==> config.mk <==
export PLATFORM = sky130hd
export DESIGN_NAME = demux_1to16_deser_flat
export DESIGN_NICKNAME = d
export VERILOG_FILES = /design/src/rtl/demux_1to16_deser_pkg.sv /design/src/rtl/demux_1to16_deser_if.sv /design/src/rtl/demux_1to16_deser_decoder.sv /design/src/rtl/demux_1to16_deser.sv /design/src/flat_wrapper.sv
export SDC_FILE = /design/constraint.sdc
export NUM_CORES = 1
export LEC_CHECK = 0
export ABC_AREA = 1
export BUFFER_PORTS_ARGS = -buffer_cell sky130_fd_sc_hd__buf_4
export CORE_AREA = 2 2 85 107
export CTS_CLUSTER_SIZE = 40
export DETAILED_ROUTE_END_ITERATION = 6
export DIE_AREA = 0 0 87 109
export SYNTH_ARGS = -nofsm -noshare
export SYNTH_HDL_FRONTEND = slang
export SYNTH_SLANG_ARGS = --single-unit
==> constraint.sdc <==
create_clock -name clk -period 4.41 [get_ports clk]
set_input_delay 0.441 -clock clk [delete_from_list [all_inputs] [get_ports clk]]
set_output_delay 0.441 -clock clk [all_outputs]
set_load 0.02 [all_outputs]
==> src/rtl/demux_1to16_deser_pkg.sv <==
// Shared constants and state encoding for the 1-to-16 deserializer slice.
package demux_pkg;

    localparam int LANES = 16;
    localparam int SEL_W = 4;
    localparam logic [LANES-1:0] FULL_MASK = 16'hFFFF;

    typedef enum logic {
        S_FILL = 1'b0,
        S_HOLD = 1'b1
    } state_e;

endpackage

==> src/rtl/demux_1to16_deser_if.sv <==
// Beat input and frame output bundle; the producer/consumer side uses master, the deserializer uses slave.
interface demux_1to16_deser_if;
    import demux_pkg::*;

    logic             in_bit;
    logic             in_valid;
    logic             in_ready;
    logic             mode;
    logic [SEL_W-1:0] sel;
    logic [LANES-1:0] out;
    logic             out_valid;
    logic             out_ready;
    logic [LANES-1:0] lane_strobe;
    logic             dup_err;

    modport master (
        output in_bit, in_valid, mode, sel, out_ready,
        input  in_ready, out, out_valid, lane_strobe, dup_err
    );

    modport slave (
        input  in_bit, in_valid, mode, sel, out_ready,
        output in_ready, out, out_valid, lane_strobe, dup_err
    );

endinterface

==> src/rtl/demux_1to16_deser_decoder.sv <==
// Combinational 4-to-16 one-hot lane decoder.
module decoder_4to16
    import demux_pkg::*;
(
    input  logic [SEL_W-1:0] addr_i,
    output logic [LANES-1:0] onehot_o
);

    always_comb begin
        onehot_o         = '0;
        onehot_o[addr_i] = 1'b1;
    end

endmodule

==> src/rtl/demux_1to16_deser.sv <==
// Registered 1-to-16 deserializer: steers single-bit beats into lanes and
// hands each completed 16-bit frame to a double-buffered valid/ready output.
module demux_1to16_deser
    import demux_pkg::*;
(
    input  logic              clk,
    input  logic              rst,
    demux_1to16_deser_if.slave bus
);

    state_e           state_q, state_d;
    logic [LANES-1:0] shadow_q, shadow_d;
    logic [LANES-1:0] mask_q, mask_d;
    logic [SEL_W-1:0] cnt_q, cnt_d;
    logic [LANES-1:0] out_q, out_d;
    logic             outValid_q, outValid_d;
    logic [LANES-1:0] strobe_q, strobe_d;
    logic             dupErr_q, dupErr_d;

    logic [SEL_W-1:0] laneAddr;
    logic [LANES-1:0] laneOnehot;
    logic [LANES-1:0] shadowWr;
    logic             accept;
    logic             consume;
    logic             complete;

    assign laneAddr = bus.mode ? cnt_q : bus.sel;

    decoder_4to16 u_decoder (
        .addr_i   (laneAddr),
        .onehot_o (laneOnehot)
    );

    assign bus.in_ready    = !rst && (state_q == S_FILL);
    assign accept          = bus.in_valid && bus.in_ready;
    assign consume         = outValid_q && bus.out_ready;
    assign complete        = accept && ((mask_q | laneOnehot) == FULL_MASK);
    assign shadowWr        = bus.in_bit ? (shadow_q | laneOnehot) : (shadow_q & ~laneOnehot);

    assign bus.out         = out_q;
    assign bus.out_valid   = outValid_q;
    assign bus.lane_strobe = strobe_q;
    assign bus.dup_err     = dupErr_q;

    // A completed frame loads straight into the output slot when it is free or
    // being consumed this cycle; otherwise it parks in the shadow (S_HOLD).
    always_comb begin
        state_d    = state_q;
        shadow_d   = shadow_q;
        mask_d     = mask_q;
        cnt_d      = cnt_q;
        out_d      = out_q;
        outValid_d = consume ? 1'b0 : outValid_q;
        strobe_d   = '0;
        dupErr_d   = 1'b0;

        case (state_q)
            S_FILL: begin
                if (accept) begin
                    shadow_d = shadowWr;
                    mask_d   = mask_q | laneOnehot;
                    strobe_d = laneOnehot;
                    dupErr_d = !bus.mode && ((mask_q & laneOnehot) != '0);
                    if (bus.mode) begin
                        cnt_d = cnt_q + SEL_W'(1);
                    end
                    if (complete) begin
                        if (!outValid_q || consume) begin
                            out_d      = shadowWr;
                            outValid_d = 1'b1;
                            mask_d     = '0;
                            cnt_d      = '0;
                        end else begin
                            state_d = S_HOLD;
                        end
                    end
                end
            end
            S_HOLD: begin
                if (consume) begin
                    out_d      = shadow_q;
                    outValid_d = 1'b1;
                    mask_d     = '0;
                    cnt_d      = '0;
                    state_d    = S_FILL;
                end
            end
            default: state_d = S_FILL;
        endcase
    end

    always_ff @(posedge clk) begin
        if (rst) begin
            state_q    <= S_FILL;
            shadow_q   <= '0;
            mask_q     <= '0;
            cnt_q      <= '0;
            out_q      <= '0;
            outValid_q <= 1'b0;
            strobe_q   <= '0;
            dupErr_q   <= 1'b0;
        end else begin
            state_q    <= state_d;
            shadow_q   <= shadow_d;
            mask_q     <= mask_d;
            cnt_q      <= cnt_d;
            out_q      <= out_d;
            outValid_q <= outValid_d;
            strobe_q   <= strobe_d;
            dupErr_q   <= dupErr_d;
        end
    end

endmodule

==> src/flat_wrapper.sv <==
// flat-port wrapper written by rule: the top's interface ports become plain ports
module demux_1to16_deser_flat import demux_pkg::*;
  (clk, rst, bus_in_bit, bus_in_valid, bus_mode, bus_sel, bus_out_ready, bus_in_ready, bus_out, bus_out_valid, bus_lane_strobe, bus_dup_err);
  demux_1to16_deser_if bus_i ();
  input  logic clk;
  input  logic rst;
  input wire logic [$bits(bus_i.in_bit)-1:0] bus_in_bit;
  input wire logic [$bits(bus_i.in_valid)-1:0] bus_in_valid;
  input wire logic [$bits(bus_i.mode)-1:0] bus_mode;
  input wire logic [$bits(bus_i.sel)-1:0] bus_sel;
  input wire logic [$bits(bus_i.out_ready)-1:0] bus_out_ready;
  output wire logic [$bits(bus_i.in_ready)-1:0] bus_in_ready;
  output wire logic [$bits(bus_i.out)-1:0] bus_out;
  output wire logic [$bits(bus_i.out_valid)-1:0] bus_out_valid;
  output wire logic [$bits(bus_i.lane_strobe)-1:0] bus_lane_strobe;
  output wire logic [$bits(bus_i.dup_err)-1:0] bus_dup_err;
  assign bus_i.in_bit = bus_in_bit;
  assign bus_i.in_valid = bus_in_valid;
  assign bus_i.mode = bus_mode;
  assign bus_i.sel = bus_sel;
  assign bus_i.out_ready = bus_out_ready;
  assign bus_in_ready = bus_i.in_ready;
  assign bus_out = bus_i.out;
  assign bus_out_valid = bus_i.out_valid;
  assign bus_lane_strobe = bus_i.lane_strobe;
  assign bus_dup_err = bus_i.dup_err;
  demux_1to16_deser u_core (.clk(clk), .rst(rst), .bus(bus_i));
endmodule
==> flow_summary.ini <==
[worst_setup_path]
crit_path_top_delay_cell = clkinv_1
cpPeakStageDelay_ns = 0.53
worstPathArrival_ns = 2.70
crit_top_cell = nand2_4
end_kind = register
crit_family = simple AND/OR/NAND/NOR gates
crit_required_ns = 4.63
worst_setup_path_start_kind = register
path_buf_inv = 2
path_cells = nor3b_2, clkinv_1, nand2_1, buf_4, nand2_4, nand2_4, nor2_1
path_class = register to register
crit_path_max_fanout = 31

[power]
p_clk_share_pct = 43.1
switching_power_mw = 0.327
internal_power_mw = 1.02
power.leakage_nw = 2.04
power.total_mw = 1.34
sw_frac_of_total_pct = 24.4
pwr-share-seq_pct = 48.5
power_frac_comb_pct = 8.3
peakVddDrop_mv = 0.150
powerDensity_nw_per_um2 = 344

[floorplanning]
die_area_um2 = 9480
die_h_um = 109
start_util_pct = 38.9
die_w_um = 87
rows = 38
pin_count = 45
core_area_um2 = 8510

[cells_and_area]
fin_util_pct = 45.9
fillers = 867
area_growth_pct = 18.0
drive_gt1_share_pct = 17.6
fin_nets = 535
insertedDiodeCount = 0
stdcell_area_um2 = 3900
instances_no_fill = 629
final_common_cell = nand2_1
mostFrequentLayoutCells = 110 x nand2_1, 77 x inv_1, 76 x nor2_1

[timing]
skew_ns = 0.00726
maxSlewViolCount = 0
rsz0062_at_grt = no
worst_slew_pin_slew_ns = 0.965
fmax_mhz = 403
hold_viol = 0
fin_crit_ns = 2.48
setup_slack_ns = 1.93
hold_slack_ns = 0.295
finalSetupViolations = 0
maxSlewHeadroom_pct = 35.3
final.period_utilization_pct = 56.3
fin_tns_setup_ns = 0

[clock_network]
clock_latency_ns = 0.34
cts.hold.buffers_added = 0
tritoncts = yes
clockBufferDepth = 2
numCtsBuffers = 9
cts_root_buf = clkbuf_8
cts_sinks = 71
cts_setup_buffers = 0
cts.clk_slew.worst_paths_ns = 0.07
cts-htree-levels = 3
ctsResizeCount = 0

[synthesis]
ys_seq_area_share_pct = 42.9
synth_top_family_by_area = simple AND/OR/NAND/NOR gates
synth_warnings = 0
synthDistinctLibCells = 31
synthCells = 483
synth_fa_ha_area_share_pct = 0.378
synth_compound_area_share_pct = 11.8
synth-seq-cells = 71
synth_nets = 494
syn_avg_cell_area_um2 = 6.85
synth_xor_xnor_area_share_pct = 0.794
muxShareOfSynthArea_pct = 0.302
syn-cell-area_um2 = 3310
synthSimpleGateAreaFrac_pct = 31.4

[routing]
first_pass_iters = 4
drtAntennaViolNets = 0
wl_um = 7590
drt_iter0_drc = 143
drc = 0
viasPerCell = 4.68
wl_per_cell_um = 12.1
via_count = 2942

[placed_design]
dp.cells = 613
place_congestion = 0.952
port_buffers = 44
detailed_place_hpwl_um = 5510
place_ws_ns = 1.71
place_area_um2 = 3680

[global_routing]
grt_antenna_before_repair = 0
track_usage_pct = 17.3
grt_pass1_vias = 2730
grt_max_degree = 36
overflow = 0
grt_pass1_wl_um = 12800

[flow_run]
max_cap_viol_count = 0

[run_status]
status = complete, no violations

[min_path]
hold_class = input pin to register
per-layer routing:
layer | GRT usage, % | vias up | part of all wire (%)
met1 | 23.4 | 1293 | 49
met5 | 0 | - | 0
li1 | - | 1554 | -
met4 | 8.93 | 0 | 3.3
met2 | 26.1 | 76 | 44
met3 | 3.41 | 19 | 4.2
synth_stat cells, drive strengths merged:
cell / count / share of area, %
nor4: 1 / 0.19
nand3: 13 / 2.0
ha: 1 / 0.38
nor3: 2 / 0.30
a21oi: 18 / 2.7
nor3b: 1 / 0.38
a31oi: 2 / 0.38
nand2: 128 / 16
a221oi: 1 / 0.26
buf: 6 / 1.7
dfxtp: 71 / 43
nand4: 2 / 0.57
mux2i: 1 / 0.30
clkinv: 4 / 0.45
o21ai: 49 / 7.4
nor2: 84 / 11
o22ai: 4 / 0.76
xor2: 3 / 0.79
clkbuf: 9 / 1.0
inv: 81 / 9.2
o2111ai: 1 / 0.26
or2: 1 / 0.19
cells by family (layout without fill, tap and decap cells):
group	Yosys count	after routing
flip-flops	71	71
buffers and inverters	100	146
AO/OA/AOI/OAI	75	75
multiplexers	1	1
XOR/XNOR	3	3
adder cells (fa/ha/maj)	1	1
AND/OR/NAND/NOR	232	232
state kept, by name, summed over array words and instances, names as in the netlist:
signal                  count
u_core.bus.lane_strobe     16
u_core.bus.out             16
u_core.mask_q              16
u_core.shadow_q            16
u_core.cnt_q                4
u_core.bus.dup_err          1
u_core.bus.out_valid        1
u_core.state_q              1
final cells by class:
class	instances	area (um^2)	share of cell area, %
Multi-Input combinational cell	312	1480	37.9
Sequential cell	71	1420	36.4
Timing Repair Buffer	45	338	8.65
Inverter	85	319	8.17
Clock buffer	11	141	3.62
Tap cell	100	125	3.21
Clock inverter	5	81.3	2.08
worst register-to-register path, stage by stage, from the launching register on:
cell and delay [ns]:
dfxtp_1 0.41, nor3b_2 0.36, clkinv_1 0.53, nand2_1 0.19, buf_4 0.26, nand2_4 0.24, nand2_4 0.28, nor2_1 0.09
final timing paths:
| check | start | end | slack (ns) | cells past startpoint |
|---|---|---|---|---|
| worst min-delay path | rst | u_core.cnt_q[1]$_SDFFE_PP0P_ | 0.29 | 2 |
| worst max register to register | u_core.state_q$_SDFF_PP0_ | u_core.mask_q[7]$_SDFFE_PP0P_ | 1.93 | 7 |
| worst max-delay path | u_core.state_q$_SDFF_PP0_ | u_core.mask_q[7]$_SDFFE_PP0P_ | 1.93 | 7 |
| worst min register to register | u_core.bus.out[13]$_SDFFE_PP0P_ | u_core.bus.out[13]$_SDFFE_PP0P_ | 0.52 | 4 |
power by group through the flow:
| stage | registers (mW) | clock network [mW] | logic [mW] |
|---|---|---|---|
| CTS | 0.651 | 0.593 | 0.113 |
| finish | 0.652 | 0.579 | 0.112 |
| global route | 0.652 | 0.619 | 0.126 |
| detailed placement | 0.666 | 0 | 0.112 |
| floorplan | 0.668 | 0 | 0.0779 |
| global placement | 0.666 | 0 | 0.111 |
(Power assumes the default switching activity.)
